`src/rtl/inst_fetch_buf_pkg.sv`:
```
// Shared widths, line geometry and FSM encoding for the one-line instruction fetch buffer.
package inst_fetch_buf_pkg;

    localparam int InstAddressBus = 32;
    localparam int InstDataBus    = 32;
    localparam int IFB_LINE_WORDS = 4;
    localparam int IfbTagBits     = InstAddressBus - 4;

    typedef enum logic {
        IDLE = 1'b0,
        FILL = 1'b1
    } ifb_state_e;

    // Word-aligned byte address of word idx within the line named by tag.
    function automatic logic [InstAddressBus-1:0] ifb_word_addr(
        input logic [IfbTagBits-1:0] tag,
        input logic [1:0]            idx
    );
        return {tag, idx, 2'b00};
    endfunction

endpackage

```
`src/rtl/inst_fetch_buf_if.sv`:
```
// Core-side fetch port and memory-side read port of the fetch buffer.
interface inst_fetch_buf_if;
    import inst_fetch_buf_pkg::*;

    logic                      rom_ce_i;
    logic [InstAddressBus-1:0] rom_addr_i;
    logic [InstDataBus-1:0]    rom_data_o;
    logic                      stallreq_o;
    logic                      flush_i;
    logic                      bus_req_o;
    logic [InstAddressBus-1:0] bus_addr_o;
    logic [InstDataBus-1:0]    bus_data_i;
    logic                      bus_ack_i;

    modport slave (
        input  rom_ce_i, rom_addr_i, flush_i, bus_data_i, bus_ack_i,
        output rom_data_o, stallreq_o, bus_req_o, bus_addr_o
    );

    modport master (
        output rom_ce_i, rom_addr_i, flush_i, bus_data_i, bus_ack_i,
        input  rom_data_o, stallreq_o, bus_req_o, bus_addr_o
    );

endinterface

```
`src/rtl/inst_fetch_buf_perf_cnt.sv`:
```
// ifb_perf_cnt: saturating hit/miss event counters, present only with IFB_PERF_CNT_EN.
// Counts on the rising edge after the event cycle; never backpressures.
`ifdef IFB_PERF_CNT_EN
module ifb_perf_cnt (
    input  logic        clk,
    input  logic        rst,
    input  logic        hit_i,
    input  logic        miss_i,
    output logic [31:0] hit_cnt_o,
    output logic [31:0] miss_cnt_o
);

    logic [31:0] hit_cnt_q, hit_cnt_d;
    logic [31:0] miss_cnt_q, miss_cnt_d;

    always_comb begin
        hit_cnt_d  = hit_cnt_q;
        miss_cnt_d = miss_cnt_q;
        if (hit_i && (hit_cnt_q != 32'hFFFF_FFFF))
            hit_cnt_d = hit_cnt_q + 32'd1;
        if (miss_i && (miss_cnt_q != 32'hFFFF_FFFF))
            miss_cnt_d = miss_cnt_q + 32'd1;
    end

    always_ff @(posedge clk or negedge rst) begin
        if (!rst) begin
            hit_cnt_q  <= 32'd0;
            miss_cnt_q <= 32'd0;
        end else begin
            hit_cnt_q  <= hit_cnt_d;
            miss_cnt_q <= miss_cnt_d;
        end
    end

    assign hit_cnt_o  = hit_cnt_q;
    assign miss_cnt_o = miss_cnt_q;

endmodule
`endif

```
`src/rtl/inst_fetch_buf.sv`:
```
// One-line (4-word) instruction fetch buffer; hits return data combinationally, misses refill word by word.
// Latency: hit 0 cycles; miss 5 stall cycles plus one per bus wait cycle; bus address held until bus_ack_i.
// Optional IFB_PERF_CNT_EN adds hit_cnt_o/miss_cnt_o saturating counters.
module inst_fetch_buf
    import inst_fetch_buf_pkg::*;
#(
    parameter int LINE_WORDS = IFB_LINE_WORDS
) (
    input  logic              clk,
    input  logic              rst,
    inst_fetch_buf_if.slave   ifc
`ifdef IFB_PERF_CNT_EN
    ,
    output logic [31:0]       hit_cnt_o,
    output logic [31:0]       miss_cnt_o
`endif
);

    ifb_state_e             state_q, state_d;
    logic                   valid_q, valid_d;
    logic [IfbTagBits-1:0]  tag_q, tag_d;
    logic [1:0]             cnt_q, cnt_d;
    logic                   flush_pend_q, flush_pend_d;
    logic [InstDataBus-1:0] line_q [LINE_WORDS];

    logic hit;
    logic miss;
    logic line_we;
    logic unused_addr_lsb;

    assign unused_addr_lsb = ^ifc.rom_addr_i[1:0];

    always_comb begin
        state_d        = state_q;
        valid_d        = valid_q;
        tag_d          = tag_q;
        cnt_d          = cnt_q;
        flush_pend_d   = flush_pend_q;
        hit            = 1'b0;
        miss           = 1'b0;
        line_we        = 1'b0;
        ifc.rom_data_o = '0;
        ifc.stallreq_o = 1'b0;
        ifc.bus_req_o  = 1'b0;
        ifc.bus_addr_o = '0;

        case (state_q)
            IDLE: begin
                flush_pend_d = 1'b0;
                hit  = ifc.rom_ce_i && valid_q &&
                       (tag_q == ifc.rom_addr_i[InstAddressBus-1:4]);
                miss = ifc.rom_ce_i && !hit;
                if (hit)
                    ifc.rom_data_o = line_q[ifc.rom_addr_i[3:2]];
                ifc.stallreq_o = miss;
                if (ifc.flush_i)
                    valid_d = 1'b0;
                if (miss) begin
                    tag_d   = ifc.rom_addr_i[InstAddressBus-1:4];
                    valid_d = 1'b0;
                    cnt_d   = 2'd0;
                    state_d = FILL;
                end
            end
            FILL: begin
                ifc.bus_req_o  = 1'b1;
                ifc.bus_addr_o = ifb_word_addr(tag_q, cnt_q);
                ifc.stallreq_o = 1'b1;
                if (ifc.flush_i)
                    flush_pend_d = 1'b1;
                if (ifc.bus_ack_i) begin
                    line_we = 1'b1;
                    cnt_d   = cnt_q + 2'd1;
                    if (cnt_q == 2'(LINE_WORDS - 1)) begin
                        // A flush arriving on the final ack must also keep the line invalid.
                        valid_d      = !(flush_pend_q || ifc.flush_i);
                        flush_pend_d = 1'b0;
                        state_d      = IDLE;
                    end
                end
            end
            default: state_d = IDLE;
        endcase

        // Outputs go quiet the moment reset asserts, not at the next edge.
        if (!rst) begin
            hit            = 1'b0;
            miss           = 1'b0;
            ifc.rom_data_o = '0;
            ifc.stallreq_o = 1'b0;
            ifc.bus_req_o  = 1'b0;
            ifc.bus_addr_o = '0;
        end
    end

    always_ff @(posedge clk or negedge rst) begin
        if (!rst) begin
            state_q      <= IDLE;
            valid_q      <= 1'b0;
            tag_q        <= '0;
            cnt_q        <= 2'd0;
            flush_pend_q <= 1'b0;
        end else begin
            state_q      <= state_d;
            valid_q      <= valid_d;
            tag_q        <= tag_d;
            cnt_q        <= cnt_d;
            flush_pend_q <= flush_pend_d;
        end
    end

    // Line data carries no reset; valid_q alone guards it.
    always_ff @(posedge clk) begin
        if (line_we)
            line_q[cnt_q] <= ifc.bus_data_i;
    end

`ifdef IFB_PERF_CNT_EN
    ifb_perf_cnt u_perf_cnt (
        .clk        (clk),
        .rst        (rst),
        .hit_i      (hit),
        .miss_i     (miss),
        .hit_cnt_o  (hit_cnt_o),
        .miss_cnt_o (miss_cnt_o)
    );
`endif

endmodule

```
`src/flat_wrapper.sv`:
```
// flat-port wrapper written by rule: the top's interface ports become plain ports
module inst_fetch_buf_flat import inst_fetch_buf_pkg::*;
#(
    parameter int LINE_WORDS = IFB_LINE_WORDS
)
  (clk, rst, ifc_rom_ce_i, ifc_rom_addr_i, ifc_flush_i, ifc_bus_data_i, ifc_bus_ack_i, ifc_rom_data_o, ifc_stallreq_o, ifc_bus_req_o, ifc_bus_addr_o);
  inst_fetch_buf_if ifc_i ();
  input  logic clk;
  input  logic rst;
  input wire logic [$bits(ifc_i.rom_ce_i)-1:0] ifc_rom_ce_i;
  input wire logic [$bits(ifc_i.rom_addr_i)-1:0] ifc_rom_addr_i;
  input wire logic [$bits(ifc_i.flush_i)-1:0] ifc_flush_i;
  input wire logic [$bits(ifc_i.bus_data_i)-1:0] ifc_bus_data_i;
  input wire logic [$bits(ifc_i.bus_ack_i)-1:0] ifc_bus_ack_i;
  output wire logic [$bits(ifc_i.rom_data_o)-1:0] ifc_rom_data_o;
  output wire logic [$bits(ifc_i.stallreq_o)-1:0] ifc_stallreq_o;
  output wire logic [$bits(ifc_i.bus_req_o)-1:0] ifc_bus_req_o;
  output wire logic [$bits(ifc_i.bus_addr_o)-1:0] ifc_bus_addr_o;
  assign ifc_i.rom_ce_i = ifc_rom_ce_i;
  assign ifc_i.rom_addr_i = ifc_rom_addr_i;
  assign ifc_i.flush_i = ifc_flush_i;
  assign ifc_i.bus_data_i = ifc_bus_data_i;
  assign ifc_i.bus_ack_i = ifc_bus_ack_i;
  assign ifc_rom_data_o = ifc_i.rom_data_o;
  assign ifc_stallreq_o = ifc_i.stallreq_o;
  assign ifc_bus_req_o = ifc_i.bus_req_o;
  assign ifc_bus_addr_o = ifc_i.bus_addr_o;
  inst_fetch_buf #(.LINE_WORDS(LINE_WORDS)) u_core (.clk(clk), .rst(rst), .ifc(ifc_i));
endmodule
```
`config.mk`:
```
export PLATFORM = sky130hd
export DESIGN_NAME = inst_fetch_buf_flat
export DESIGN_NICKNAME = d
export VERILOG_FILES = /design/src/rtl/inst_fetch_buf_pkg.sv /design/src/rtl/inst_fetch_buf_if.sv /design/src/rtl/inst_fetch_buf_perf_cnt.sv /design/src/rtl/inst_fetch_buf.sv /design/src/flat_wrapper.sv
export SDC_FILE = /design/constraint.sdc
export NUM_CORES = 1
export LEC_CHECK = 0
export ABC_AREA = 0
export BUFFER_PORTS_ARGS = -buffer_cell sky130_fd_sc_hd__buf_2
export CORE_MARGIN = 3
export CORE_UTILIZATION = 40
export DETAILED_ROUTE_END_ITERATION = 8
export GPL_ROUTABILITY_DRIVEN = 0
export PLACE_DENSITY_LB_ADDON = 0.05
export SLEW_MARGIN = 20
export SYNTH_ARGS = -nofsm -noshare
export SYNTH_HDL_FRONTEND = slang
export SYNTH_SLANG_ARGS = --single-unit
export TNS_END_PERCENT = 10
```
`constraint.sdc`:
```
create_clock -name clk -period 4.84 [get_ports clk]
set_clock_uncertainty 0.05 [all_clocks]
set_input_delay 0.968 -clock clk [delete_from_list [all_inputs] [get_ports clk]]
set_output_delay 0.968 -clock clk [all_outputs]
set_load 0.05 [all_outputs]
```
# Yosys cells after proc, flatten, opt, wreduce, memory -nomap -nowiden
# Memories as Yosys holds them, arrays and structs flattened.
# Index checks and enable logic that the tools add are counted.
# word_totals
register_bits,33
ramBits,128
n_memories,1
# classes
add_sub_neg,1
n_eq_ne,6
mux,29
bitwise_logic,1
n_reduce_logical,9
# memory_table
name,words,word_bits,rd,rd_clocked_by_memory_dff,write_ports,line_no,rtl
u_core.line_q,4,32,1,0,1,inst_fetch_buf.sv:24,logic [InstDataBus-1:0] line_q [LINE_WORDS];
# op_table
op,n
two-way mux 32 bit,5
== test 28 bit,1
two-way mux 1 bit,17
one-hot mux 1 bit (2 select lines),4
two-way mux 2 bit,2
inequality test 2 bit (second input constant),2
one-hot mux 2 bit (2 select lines),1
AND reduction 2 bit,2
logical AND 1 bit,3
inequality test 3 x 2 -> 1 bit (second input constant),1
AND reduction 3 bit,1
adder 2 x 1 -> 2 bit (second input constant),1
== test 2 bit (second input constant),1
logical NOT 1 bit,2
inequality test 2 x 1 -> 1 bit (second input constant),1
logical OR 1 bit,1
NOT 1 bit,1

# Logic depth before layout (Yosys ltp)
# logic_depth
ltp_word,6
ltp_mapped,7
mapped_depth_nobuf,6

# Worst setup path after synthesis
# OpenSTA, ideal clock, no wires.
# synth_path
kind,in2out
startpoint,input ifc_rom_addr_i[12]
endpoint,output ifc_rom_data_o[10]
arrival_ps,2968
slack_ps,854
cell_stages,6
cell_sequence,xor2_1 a2111o_1 nor4_4 nand4_1 clkbuf_1 nor2b_1
# synth_via
elab_chain_len,5
# synth_lines
item,line_no,rtl
"start, declared",flat_wrapper.sv:11,input wire logic [$bits(ifc_i.rom_addr_i)-1:0] ifc_rom_addr_i;
== test 28 bit,inst_fetch_buf.sv:51,(tag_q == ifc.rom_addr_i[InstAddressBus-1:4]);
logical AND 1 bit,inst_fetch_buf.sv:50,hit = ifc.rom_ce_i && valid_q &&
two-way mux 32 bit,inst_fetch_buf.sv:53,if (hit)
two-way mux 32 bit,inst_fetch_buf.sv:47,case (state_q)
two-way mux 32 bit,inst_fetch_buf.sv:86,if (!rst) begin
"end, declared",flat_wrapper.sv:15,output wire logic [$bits(ifc_i.rom_data_o)-1:0] ifc_rom_data_o;
# No other way between the ends.

# Worst setup path after layout
# layout_path
startpoint,input ifc_rom_addr_i[15]
endpoint,output ifc_rom_data_o[26]
# The elaborated chain is that of the path after synthesis.

==> results.cfg <==
[power]
finalPower_uw = 4434
swShare_pct = 30.55
p_sw_uw = 1355
p_comb_share_pct = 25.2
clkPwrFrac_pct = 30.2
power_density_mw_per_mm2 = 535.7
pwr-share-seq_pct = 44.7
leakage_uw = 0.003245
peakVddDrop_uv = 297.0
p_int_uw = 3080

[synthesis]
synth_commonest_cells = edfxtp_1 (128), and3_1 (34), dfrtp_1 (33), nor2b_1 (33), mux4_2 (32)
avgSynthCellArea_um2 = 17.64
yosysMostFrequentCell = edfxtp_1
synthArstFlopShare_pct = 20.50
ys_ff_latch = 161
synth_warnings = 0
syn_inst = 385
seq_area_frac_synth_pct = 68.77
synth-main-ff-cell = edfxtp_1
synth_area_leaders = edfxtp_1 (57%), dfrtp_1 (12%), mux4_2 (11%), mux2_2 (3.2%), and3_1 (3.1%)
synth_area_mm2 = 0.006790
yosys.area.top_type = edfxtp_1
synth_edf_count = 128
synthDistinctLibCells = 37
yosysTopAreaCellShare_pct = 56.61

[clocking]
clk_latency_ns = 0.42
clk_path_buf_depth = 2
h-tree-depth = 4
ctsResizeCount = 0
clkSinkCount = 161
cts_buffers = 17
path_clk_slew_ns = 0.06
cts_setup_buffers = 0
cts_root_buffer = clkbuf_16
postCtsHoldBufs = 0
cts_tree = done

[worst_setup_path]
rrSetupSlack_ns = 2.17
reg2reg_depth = 6
worstSetupStartpointType = primary input
critPathSlowestCell = nor4_1
crit_top_cell = buf_2
critPathCapture = ifc_rom_data_o[26]
critPathRequiredTime_ns = 3.82
worstSetupPathType = primary input to output port
cp-end-kind = output port
timing.rr.end = u_core.tag_q[11]
critical-path-max-stage-delay_ns = 0.77
cp_max_fo = 22
crit_start = ifc_rom_addr_i[15]
regToRegStartpoint = u_core.tag_q[11]
crit_chain = buf_2 > xnor2_1 > o2111ai_1 > nor4_1 > nand4_1 > buf_4 > nor2b_1 > buf_2
cp.arrival_ns = 3.28

[sta]
worst_pin_slew_ns = 0.9182
fin_crit_ns = 4.295
slew_headroom_pct = 38.79
post-route-period-util_pct = 88.75
max_freq_ghz = 0.2328
final.setup.tns_ns = 0
maxSlewViolCount = 0
hold_violations = 0
rsz0062_at_grt = false
setup_viol = 0

[route]
first_pass_iters = 4
vias = 3751
drtIter0Drc = 190
wire_per_inst_um = 18.28
post_drt_via_cell_ratio = 4.988
route.antenna.remaining_nets = 0
routed_wl_um = 13750
drc_errors = 0

[floorplan]
core_mm2 = 0.01658
io_pins = 135
die_h_um = 136.3
dieArea_mm2 = 0.01858
start_util_pct = 40.95
num_rows = 47
die_x_um = 136.3

[final_layout]
area_growth_pct = 21.89
drive_gt1_share_pct = 43.05
diodes = 0
final_util_pct = 49.91
layout.area.seq_mm2 = 0.004669
fin_nets = 592
stdcell_count = 752
multiInputGateArea_mm2 = 0.001996
final.fill_count = 1454

[global_routing]
grt_max_degree = 46
grt_pass1_wl_um = 21250
overflow = 0
grt_pass1_vias = 3897
grtUsageTotal_pct = 15.51
antenna_found_initial = 2

[placement]
dp.cells = 720
portBuffers = 130
dp_hpwl_um = 8619

[job]
max_cap_violations = 0

[run_status]
outcome = finished clean

[hold_path]
min_path_type = primary input to async pin
cell families (layout without fill, tap and decap cells):
kind of cell,count (synthesis),after routing,synth area share (%)
flip-flops,161,161,68.77
AND/OR/NAND/NOR,84,84,7.721
multiplexers,60,60,15.61
buffers and inverters,35,181,2.229
XOR/XNOR,23,23,2.967
AO/OA/AOI/OAI,17,17,1.917
adder cells (fa/ha/maj),4,4,0.7371
other,1,2,0.05523
state kept, by name (all words and copies together) (netlist names):
signal,cells
u_core.cnt_q,2
u_core.flush_pend_q,1
u_core.line_q,128
u_core.state_q,1
u_core.tag_q,28
u_core.valid_q,1
worst min-delay path by stage:
stage | start | end | slack, ns | cells after the start
global placement | u_core.flush_pend_q | u_core.flush_pend_q | 0.44 | 1
CTS | rst | u_core.tag_q[10] | 0.41 | 1
detailed placement | u_core.flush_pend_q | u_core.flush_pend_q | 0.45 | 1
global route | rst | u_core.tag_q[10] | 0.43 | 1
floorplan | u_core.flush_pend_q | u_core.flush_pend_q | 0.43 | 1
finish | rst | u_core.tag_q[10] | 0.42 | 1
worst max-delay path: cells and delay by family:
family,cells,cell delay (ns)
buffers and inverters,3,0.73
AOI/OAI and AO/OA,1,0.13
xor gates and xnor gates,1,0.14
and+or+nand+nor,3,1.29
stage by stage:
| step | hold slack, ns | area [µm²] | worst slack [ns] |
|---|---|---|---|
| final | 0.4188 | 8277 | 0.5447 |
| after global routing | 0.4308 | 8277 | 0.3522 |
| after CTS | 0.4132 | 8277 | 0.5098 |
| after detailed placement | 0.4461 | 7689 | 0.5179 |
| after global placement | 0.4384 | 7689 | 0.5951 |
| after floorplan | 0.4295 | 6794 | 0.8537 |
cell type report:
type | count | area share, %
sequential | 161 | 56.42
multi-input combinational | 190 | 24.11
timing repair buffer | 137 | 8.496
clock buffer | 18 | 5.185
tap | 220 | 3.326
clock inverter | 14 | 1.920
inverter | 12 | 0.5442
layer usage:
metal  share of wire, %  global-route usage [%]  up-vias
li1                   -                       -     1752
met1                 43                   19.86     1872
met2                 49                   24.82      106
met3                6.6                   5.440       17
met4                1.2                   4.983        4
met5               0.17                       0        -
power groups by stage:
stage,logic (µW),registers [µW],clock network (µW)
3_3_place_gp,1130,1990,0
3_5_place_dp,1140,2010,0
2_1_floorplan,877,1970,0
5_1_grt,1220,2010,1430
6_report,1120,1980,1340
4_1_cts,1140,1980,1370
cell usage in the layout (no fill, tap or decap), drive strengths merged, types with 2 or more instances in the layout:
master / Yosys / final
nor4: 2 / 2
mux4: 32 / 32
dfrtp: 33 / 33
clkbuf: 15 / 18
nor2b: 33 / 33
mux2: 26 / 26
inv: 12 / 16
nand2b: 2 / 2
nand2: 6 / 6
clkinvlp: 0 / 2
conb: 1 / 2
clkinv: 0 / 5
xnor2: 21 / 21
o31ai: 3 / 3
ha: 4 / 4
mux2i: 2 / 2
edfxtp: 128 / 128
o22ai: 3 / 3
buf: 8 / 137
nand4: 5 / 5
xor2: 2 / 2
and3: 34 / 34
bufinv: 0 / 3
o21ai: 2 / 2
Note: power is estimated with default switching activity, not from simulation.
